==> src/rtl/backend_pkg.sv <==
// rtl/backend_pkg.sv - shared backend constants and arbiter state type
package backend_pkg;

  localparam int NMODULES = 4;
  localparam int LENGTH   = 128;
  localparam int CMD_LEN  = 32;
  localparam int CNT_W    = 32;

  typedef enum logic {
    IDLE  = 1'b0,
    GRANT = 1'b1
  } arb_state_t;

endpackage

==> src/rtl/rr_select.sv <==
// rtl/rr_select.sv - combinational cyclic first-one finder starting at ptr_i
module rr_select #(
  parameter int N  = 4,
  parameter int IW = 2
) (
  input  logic [N-1:0]  req_i,
  input  logic [IW-1:0] ptr_i,
  output logic          found_o,
  output logic [IW-1:0] idx_o
);

  logic [2*N-1:0] dbl;
  logic [N-1:0]   rot;
  logic [IW:0]    sum;

  always_comb begin
    dbl     = {req_i, req_i} >> ptr_i;
    rot     = dbl[N-1:0];
    found_o = 1'b0;
    idx_o   = '0;
    sum     = '0;
    // Walk from the far end so the nearest request to ptr_i wins.
    for (int k = N - 1; k >= 0; k--) begin
      if (rot[k]) begin
        found_o = 1'b1;
        sum     = {1'b0, ptr_i} + (IW + 1)'(k);
        if (sum >= (IW + 1)'(N)) begin
          sum = sum - (IW + 1)'(N);
        end
        idx_o = sum[IW-1:0];
      end
    end
  end

endmodule

==> src/rtl/rx_stream_arbiter.sv <==
// rtl/rx_stream_arbiter.sv - round-robin arbiter of rx fifos onto one registered output stage
// Optional per-module word / drop counters are built only when ARB_COUNTERS_EN is defined.
module rx_stream_arbiter
  import backend_pkg::*;
#(
  parameter int NMODULES  = backend_pkg::NMODULES,
  parameter int LENGTH    = backend_pkg::LENGTH,
  parameter int MAX_BURST = 8,
  parameter int SRC_W     = $clog2(NMODULES)
) (
  input  logic                         clk,
  input  logic                         rst,
  input  logic [NMODULES-1:0]          en,
  input  logic [NMODULES-1:0]          in_valid,
  input  logic [NMODULES*LENGTH-1:0]   in_data,
  output logic [NMODULES-1:0]          in_ready,
  output logic                         out_valid,
  output logic [LENGTH-1:0]            out_data,
  output logic [SRC_W-1:0]             out_src,
  input  logic                         out_ready,
  output logic [NMODULES*CNT_W-1:0]    cnt_words,
  output logic [CNT_W-1:0]             cnt_drops
);

  localparam int BW = $clog2(MAX_BURST + 1);
  localparam logic [BW-1:0]    BURST_LAST = BW'(MAX_BURST - 1);
  localparam logic [SRC_W-1:0] LAST_IDX   = SRC_W'(NMODULES - 1);

  arb_state_t state_q, state_d;
  logic [SRC_W-1:0]  grant_q, grant_d;
  logic [SRC_W-1:0]  ptr_q, ptr_d;
  logic [BW-1:0]     burst_q, burst_d;
  logic              out_valid_q;
  logic [LENGTH-1:0] out_data_q;
  logic [SRC_W-1:0]  out_src_q;

  logic              sel_found;
  logic [SRC_W-1:0]  sel_idx;
  logic [NMODULES-1:0] grant_oh;
  logic              room;
  logic              accept;
  logic [LENGTH-1:0] in_words [NMODULES];

  for (genvar i = 0; i < NMODULES; i++) begin : g_unpack
    assign in_words[i] = in_data[i*LENGTH +: LENGTH];
  end

  rr_select #(
    .N  (NMODULES),
    .IW (SRC_W)
  ) u_rr_select (
    .req_i   (en & in_valid),
    .ptr_i   (ptr_q),
    .found_o (sel_found),
    .idx_o   (sel_idx)
  );

  // Disabled modules are drained unconditionally; nothing pops while rst is high.
  always_comb begin
    grant_oh          = '0;
    grant_oh[grant_q] = (state_q == GRANT);
    room              = ~out_valid_q | out_ready;
    accept            = ~rst & (state_q == GRANT) & en[grant_q] & in_valid[grant_q] & room;
    in_ready          = rst ? '0 : ((~en & in_valid) | (grant_oh & en & {NMODULES{room}}));
  end

  always_comb begin
    state_d = state_q;
    grant_d = grant_q;
    ptr_d   = ptr_q;
    burst_d = burst_q;
    case (state_q)
      IDLE: begin
        if (sel_found) begin
          state_d = GRANT;
          grant_d = sel_idx;
          burst_d = '0;
        end
      end
      GRANT: begin
        if (accept) begin
          burst_d = burst_q + BW'(1);
        end
        if (!in_valid[grant_q] || !en[grant_q] || (accept && (burst_q == BURST_LAST))) begin
          state_d = IDLE;
          ptr_d   = (grant_q == LAST_IDX) ? '0 : grant_q + SRC_W'(1);
        end
      end
      default: state_d = IDLE;
    endcase
  end

  always_ff @(posedge clk) begin
    if (rst) begin
      state_q     <= IDLE;
      grant_q     <= '0;
      ptr_q       <= '0;
      burst_q     <= '0;
      out_valid_q <= 1'b0;
      out_data_q  <= '0;
      out_src_q   <= '0;
    end else begin
      state_q <= state_d;
      grant_q <= grant_d;
      ptr_q   <= ptr_d;
      burst_q <= burst_d;
      // A same-cycle pop refills the stage, so out_valid stays high through a transfer.
      if (accept) begin
        out_valid_q <= 1'b1;
        out_data_q  <= in_words[grant_q];
        out_src_q   <= grant_q;
      end else if (out_ready) begin
        out_valid_q <= 1'b0;
      end
    end
  end

  assign out_valid = out_valid_q;
  assign out_data  = out_data_q;
  assign out_src   = out_src_q;

`ifdef ARB_COUNTERS_EN
  logic [CNT_W-1:0] words_q [NMODULES];
  logic [CNT_W-1:0] drops_q;
  logic [CNT_W-1:0] drop_inc;

  always_comb begin
    drop_inc = '0;
    for (int i = 0; i < NMODULES; i++) begin
      drop_inc = drop_inc + CNT_W'(~en[i] & in_valid[i]);
    end
  end

  always_ff @(posedge clk) begin
    if (rst) begin
      drops_q <= '0;
      for (int i = 0; i < NMODULES; i++) begin
        words_q[i] <= '0;
      end
    end else begin
      drops_q <= drops_q + drop_inc;
      if (accept) begin
        words_q[grant_q] <= words_q[grant_q] + CNT_W'(1);
      end
    end
  end

  for (genvar i = 0; i < NMODULES; i++) begin : g_cnt
    assign cnt_words[i*CNT_W +: CNT_W] = words_q[i];
  end
  assign cnt_drops = drops_q;
`else
  assign cnt_words = '0;
  assign cnt_drops = '0;
`endif

endmodule

==> config.mk <==
export PLATFORM = sky130hd
export DESIGN_NAME = rx_stream_arbiter
export DESIGN_NICKNAME = d
export VERILOG_FILES = /design/src/rtl/backend_pkg.sv /design/src/rtl/rr_select.sv /design/src/rtl/rx_stream_arbiter.sv
export SDC_FILE = /design/constraint.sdc
export NUM_CORES = 1
export LEC_CHECK = 0
export ABC_CLOCK_PERIOD_IN_PS = 3500
export CAP_MARGIN = 30
export CORE_AREA = 2 2 321 323
export CTS_CLUSTER_DIAMETER = 50
export CTS_CLUSTER_SIZE = 16
export DETAILED_ROUTE_END_ITERATION = 7
export DIE_AREA = 0 0 323 325
export SYNTH_ARGS = -nofsm -noshare
export SYNTH_HDL_FRONTEND = slang
export SYNTH_HIERARCHICAL = 1
export SYNTH_SLANG_ARGS = --single-unit
==> constraint.sdc <==
create_clock -name clk -period 3.5 [get_ports clk]
set_clock_uncertainty 0.1 [all_clocks]
set_input_delay 0.875 -clock clk [delete_from_list [all_inputs] [get_ports clk]]
set_output_delay 0.875 -clock clk [all_outputs]
set_load 0.02 [all_outputs]
# After elaboration in Yosys (flattened, before gate mapping)
# Cells that the tools add are included.
totals:
  wordCells: 85
  input_bits: 523
  reg_bits: 140
  out_inout_bits: 295
classes:
  bitwise: 16
  eq_ne: 4
  mux: 31
  n_lt_le_gt_ge: 7
  shift: 1
  n_reduce_logical: 10
  n_addsub: 9
op_table:
  columns: ["cell", "n"]
  rows:
  - ["128-bit binary-select mux with 2-bit select", 1]
  - ["128-bit two-way mux", 2]
  - ["4-bit bitwise AND", 5]
  - ["2-bit two-way mux", 9]
  - ["3-bit >= comparator, second input constant", 4]
  - ["4-bit two-way mux", 3]
  - ["1-bit two-way mux", 11]
  - ["4-bit one-hot mux with 2 select lines", 1]
  - ["8-bit by 2-bit >> shifter with 4-bit output", 1]
  - ["2-bit by 1-bit subtractor with 2-bit output, second input constant", 4]
  - ["2-bit by 2-bit adder with 3-bit output, second input constant", 2]
  - ["2-bit AND reduction", 3]
  - ["4-bit by 1-bit adder with 4-bit output, second input constant", 1]
  - ["1-bit bitwise AND", 4]
  - ["1-bit binary-select mux with 2-bit select", 2]
  - ["4-bit by 3-bit == test with 1-bit output, second input constant", 1]
  - ["4-bit NOT", 1]
  - ["4-bit bitwise OR", 1]
  - ["2-bit by 1-bit adder with 3-bit output, second input constant", 1]
  - ["2-bit by 3-bit >= comparator with 1-bit output, second input constant", 1]
  - ["2-bit by 3-bit < comparator with 1-bit output, second input constant", 1]
  - ["1-bit NOT", 3]
  - ["2-bit NOT with 3-bit output", 1]
  - ["2-bit by 1-bit adder with 2-bit output, second input constant", 1]
  - ["11 further kinds", 14]

# Depth between registers and ports, before layout
depth:
  depth_word: 9
  mapped_depth: 8
  mapped_depth_nobuf: 7

# Cells and area by module
# Netlist, hierarchy kept.
by_module_without_submodules:
  columns: ["mod", "cells_per_inst", "n_inst", "seq_area_each_um2", "area_each_um2"]
  rows:
  - ["rx_stream_arbiter", 997, 1, 2802.7, 9789.4]
  - ["rr_select", 15, 1, 0.0, 77.6]

# Worst setup path before layout
# OpenSTA, ideal clock, no wires.
synth_path:
  path_kind: "input to output"
  start: "input port out_ready"
  end: "output port in_ready[0]"
  path_buffers: 2
  arrival_time_ns: 1.949
  slack_ns: 0.576
  cell_stages: 6
  required_time_ns: 2.525
  cell_sequence: "nand2b_1 and2_1 buf_2 buf_2 nand3_1 a21oi_1"
synth_via:
  elab_chain_len: 4
synth_lines:
  columns: ["item", "line_no", "text"]
  rows:
  - ["start: declaration", "rx_stream_arbiter.sv:20", "input logic out_ready,"]
  - ["1-bit bitwise OR", "rx_stream_arbiter.sv:62", "room = ~out_valid_q | out_ready;"]
  - ["4-bit bitwise AND", "rx_stream_arbiter.sv:64", "in_ready = rst ? '0 : ((~en & in_valid) | (grant_oh & en & {NMODULES{room}}));"]
  - ["4-bit bitwise OR", "rx_stream_arbiter.sv:64", null]
  - ["4-bit two-way mux", "rx_stream_arbiter.sv:64", null]
  - ["end: declaration", "rx_stream_arbiter.sv:16", "output logic [NMODULES-1:0] in_ready,"]
# No other way between the ends.

# Final worst setup path
# Ends and elaborated chain as after synthesis.

==> reports/summary.txt <==
# Max-Cap Violations - 0
Peak supply drop - 0.206 mV
Grt total ovfl - 0
WP data arrival - 2.42 ns
Register area - 0.00281 mm^2
Total GRT Usage - 0.0992
WL final - 53.8 mm
Drc violations - 0
Sequential fraction of the synthesis area - 0.284
Yosys warns - 6
Flop2flop setup slack - 1.06 ns
Fin crit share - 0.970
FF+latch count, synth - 140
Initial antenna violation count - 9
Vias in the first global route - 10.6k
Worst Hold End - out_data[102]
Clk pwr share - 0.348
HP Class - register to register
RSZ-0062 raised after global routing - no
Crit path from - out_ready
Synthesized instance count - 1,012
Largest family of logic cells by synthesized area - multiplexers
Fin cells - 2,993
Ports - 818
Initial Util - 0.0974
Placed cell area - 0.0174 mm^2
Worst r2r dst - out_data[2]
Hold_sp - out_data[102]
Hold path depth - 2
Largest net degree at the start of global routing - 71
Multi-input logic area - 0.00597 mm^2
Commonest non-fill, non-tap cell in the layout - clkdlybuf4s50_1
Cell Int Power - 3.72 mW
Layout fillers - 11.4k
Drt first pass iters - 4
Initial drt markers - 500
TritonCTS Buffers - 17
Antenna-violating nets left - 0
Root Driver - clkbuf_16
Distinct cells, synth - 34
Latest clock arrival within the worst-skew pair - 0.49 ns
Fin nets - 2,133
Placed instance count - 2,954
Final Hold Viols - 0
Comb power frac - 0.349
Hold-fix buffers, CTS - 0
Hold Slack - 0.373 ns
FP Rows - 117
Worst R2R Start - grant_q[1]
Compound-gate portion of the synthesized area - 0.147
Asr flop ratio synth - 0
Worst Tran Pin Value - 0.886 ns
R2R depth - 5
Clock-pin slew on the worst setup and hold paths - 0.06 ns
Routed WL per cell - 18.0 um
Sinks on Clock Net - 140
XOR/XNOR Fraction of Synth Area - 0
PwrDens - 310 mW/mm^2
Simple-gate area share of the yosys netlist - 0.0965
Via count - 10.4k
Number of flops mapped to enable cells by yosys - 0
Htree depth - 4
Die Wd - 323 um
Worst EP required - 2.52 ns
Crit Path Max Fanout - 5
Minimum clock period - 3.39 ns
Crit end category - primary output
Area contributors post-synth - mux4_2 29%, dfxtp_1 28%, buf_4 13%, a21oi_1 7.4%, nand3_1 7.1%
WS Path Type - primary input to primary output
Psw - 1.87 mW
Finish-stage setup viols - 0
First-pass GRT wire length - 73.6 mm
Slack of the critical path - 0.106 ns
Static Leakage - 5.75 nW
FMAX - 0.295 GHz
Port Buffers - 657
Ys flop type - dfxtp_1
Commonest non-fill, non-tap cells in the layout - 652 x clkdlybuf4s50_1, 160 x conb_1, 144 x a21oi_1, 140 x nand3_1, 138 x dfxtp_1
Gpl congestion - 0.850
Fraction of post-synthesis cell area in the top cell type by area - 0.292
Seq pwr share - 0.303
Slew Viols, Final - 0
Height of the chip - 325 um
Via-per-instance ratio - 3.46
CORE AREA - 0.101 mm^2
Sw Ratio - 0.335
Fin area - 0.0180 mm^2
Outcome - complete, no violations
Area leader, netlist - mux4_2
CTS tree - done
Area Growth Syn to Fin - 82.4%
DP Wirelength - 43.5 mm
Synth Cell Area - 0.00987 mm^2
Max Root-Sink Buffers - 2
Pre-CTS setup slack - -0.117 ns
Postcts setup bufs - 0
Portion of netlist area occupied by mux cells - 0.293
Synthesized area per cell - 9.75 um^2
Adder-Cell Fraction of Synth Area - 0.00634
Die Area - 0.105 mm^2
Slew headroom - 0.409
Share of layout cells above drive strength 1 - 0.119
CP Launch Type - primary input
per-layer routing:
layer  share of wire  GRT usage  vias up  routed length [um]
met3           0.088     0.0349       56                4730
met4           0.032     0.0434        6                1740
met2            0.48      0.163      535               25600
met1            0.40      0.114     5098               21700
li1                -          -     4668                   -
met5         0.00076     0.0171        -                  41
critical path, cell delays in order:
cell             delay [ns]
clkdlybuf4s50_1        0.55
nand2b_1               0.15
and2_4                 0.18
buf_4                  0.14
nand3_1                0.10
a21oi_2                0.26
buf_12                 0.15
what timing repair did:
action	CTS	global route
endpoints found under the hold margin	0	0
setup endpoints to repair	4	0
resized for setup	4	0
flip-flops by register name, summed over array words and instances, names as in the netlist:
| signal | cells |
|---|---|
| out_src | 2 |
| out_valid | 1 |
| out_data | 128 |
| burst_q | 4 |
| grant_q | 2 |
| state_q | 1 |
| ptr_q | 2 |
synth_stat cells (3+ instances only):
cell	number
nand2_1	8
and2_1	5
nand4b_1	3
o21ai_0	130
buf_6	3
inv_1	7
mux4_2	128
buf_1	13
ha_1	5
nand3_1	140
a21oi_1	145
o211ai_1	4
dfxtp_1	140
buf_2	22
nand2b_1	9
nand3b_1	3
clkbuf_1	60
buf_4	168
power by group through the flow:
stage               sequential [mW]  clock, mW  combinational (mW)
finish                         1.69       1.94                1.95
global route                   1.70       2.11                2.07
CTS                            1.69       2.07                1.97
detailed placement             1.73          0                1.96
global placement               1.73          0                1.96
floorplan                      1.79          0               0.987
metrics by stage:
step	total power [mW]	utilization	setup TNS, ns
finish	5.58	0.178	0
detailed placement	3.69	0.172	-0.342
floorplan	2.78	-	0
global route	5.88	0.178	0
global placement	3.68	0.172	-0.387
CTS	5.73	0.177	0
kinds of logic after synthesis:
| group | after synthesis |
|---|---|
| and+or+nand+nor | 180 |
| adders and majority gates | 5 |
| buffers and inverters | 273 |
| muxes | 129 |
| other | 1 |
| DFF | 140 |
| AOI/OAI and AO/OA | 284 |
final cells by class:
| class | count | area share |
|---|---|---|
| antenna | 7 | 0.000973 |
| clock buffer | 17 | 0.0236 |
| clock inverter | 15 | 0.00897 |
| inverter | 7 | 0.00146 |
| multi-input combinational | 758 | 0.332 |
| sequential | 140 | 0.156 |
| tap | 1368 | 0.0951 |
| timing repair buffer | 681 | 0.382 |
worst max-delay path by stage:
stage,cells past startpoint,endpoint
after global routing,7,in_ready[0]
after global placement,6,in_ready[3]
after detailed placement,6,in_ready[3]
final,7,in_ready[0]
after floorplan,6,in_ready[0]
after CTS,7,in_ready[0]
No activity file was read; power rests on OpenSTA's default activity.
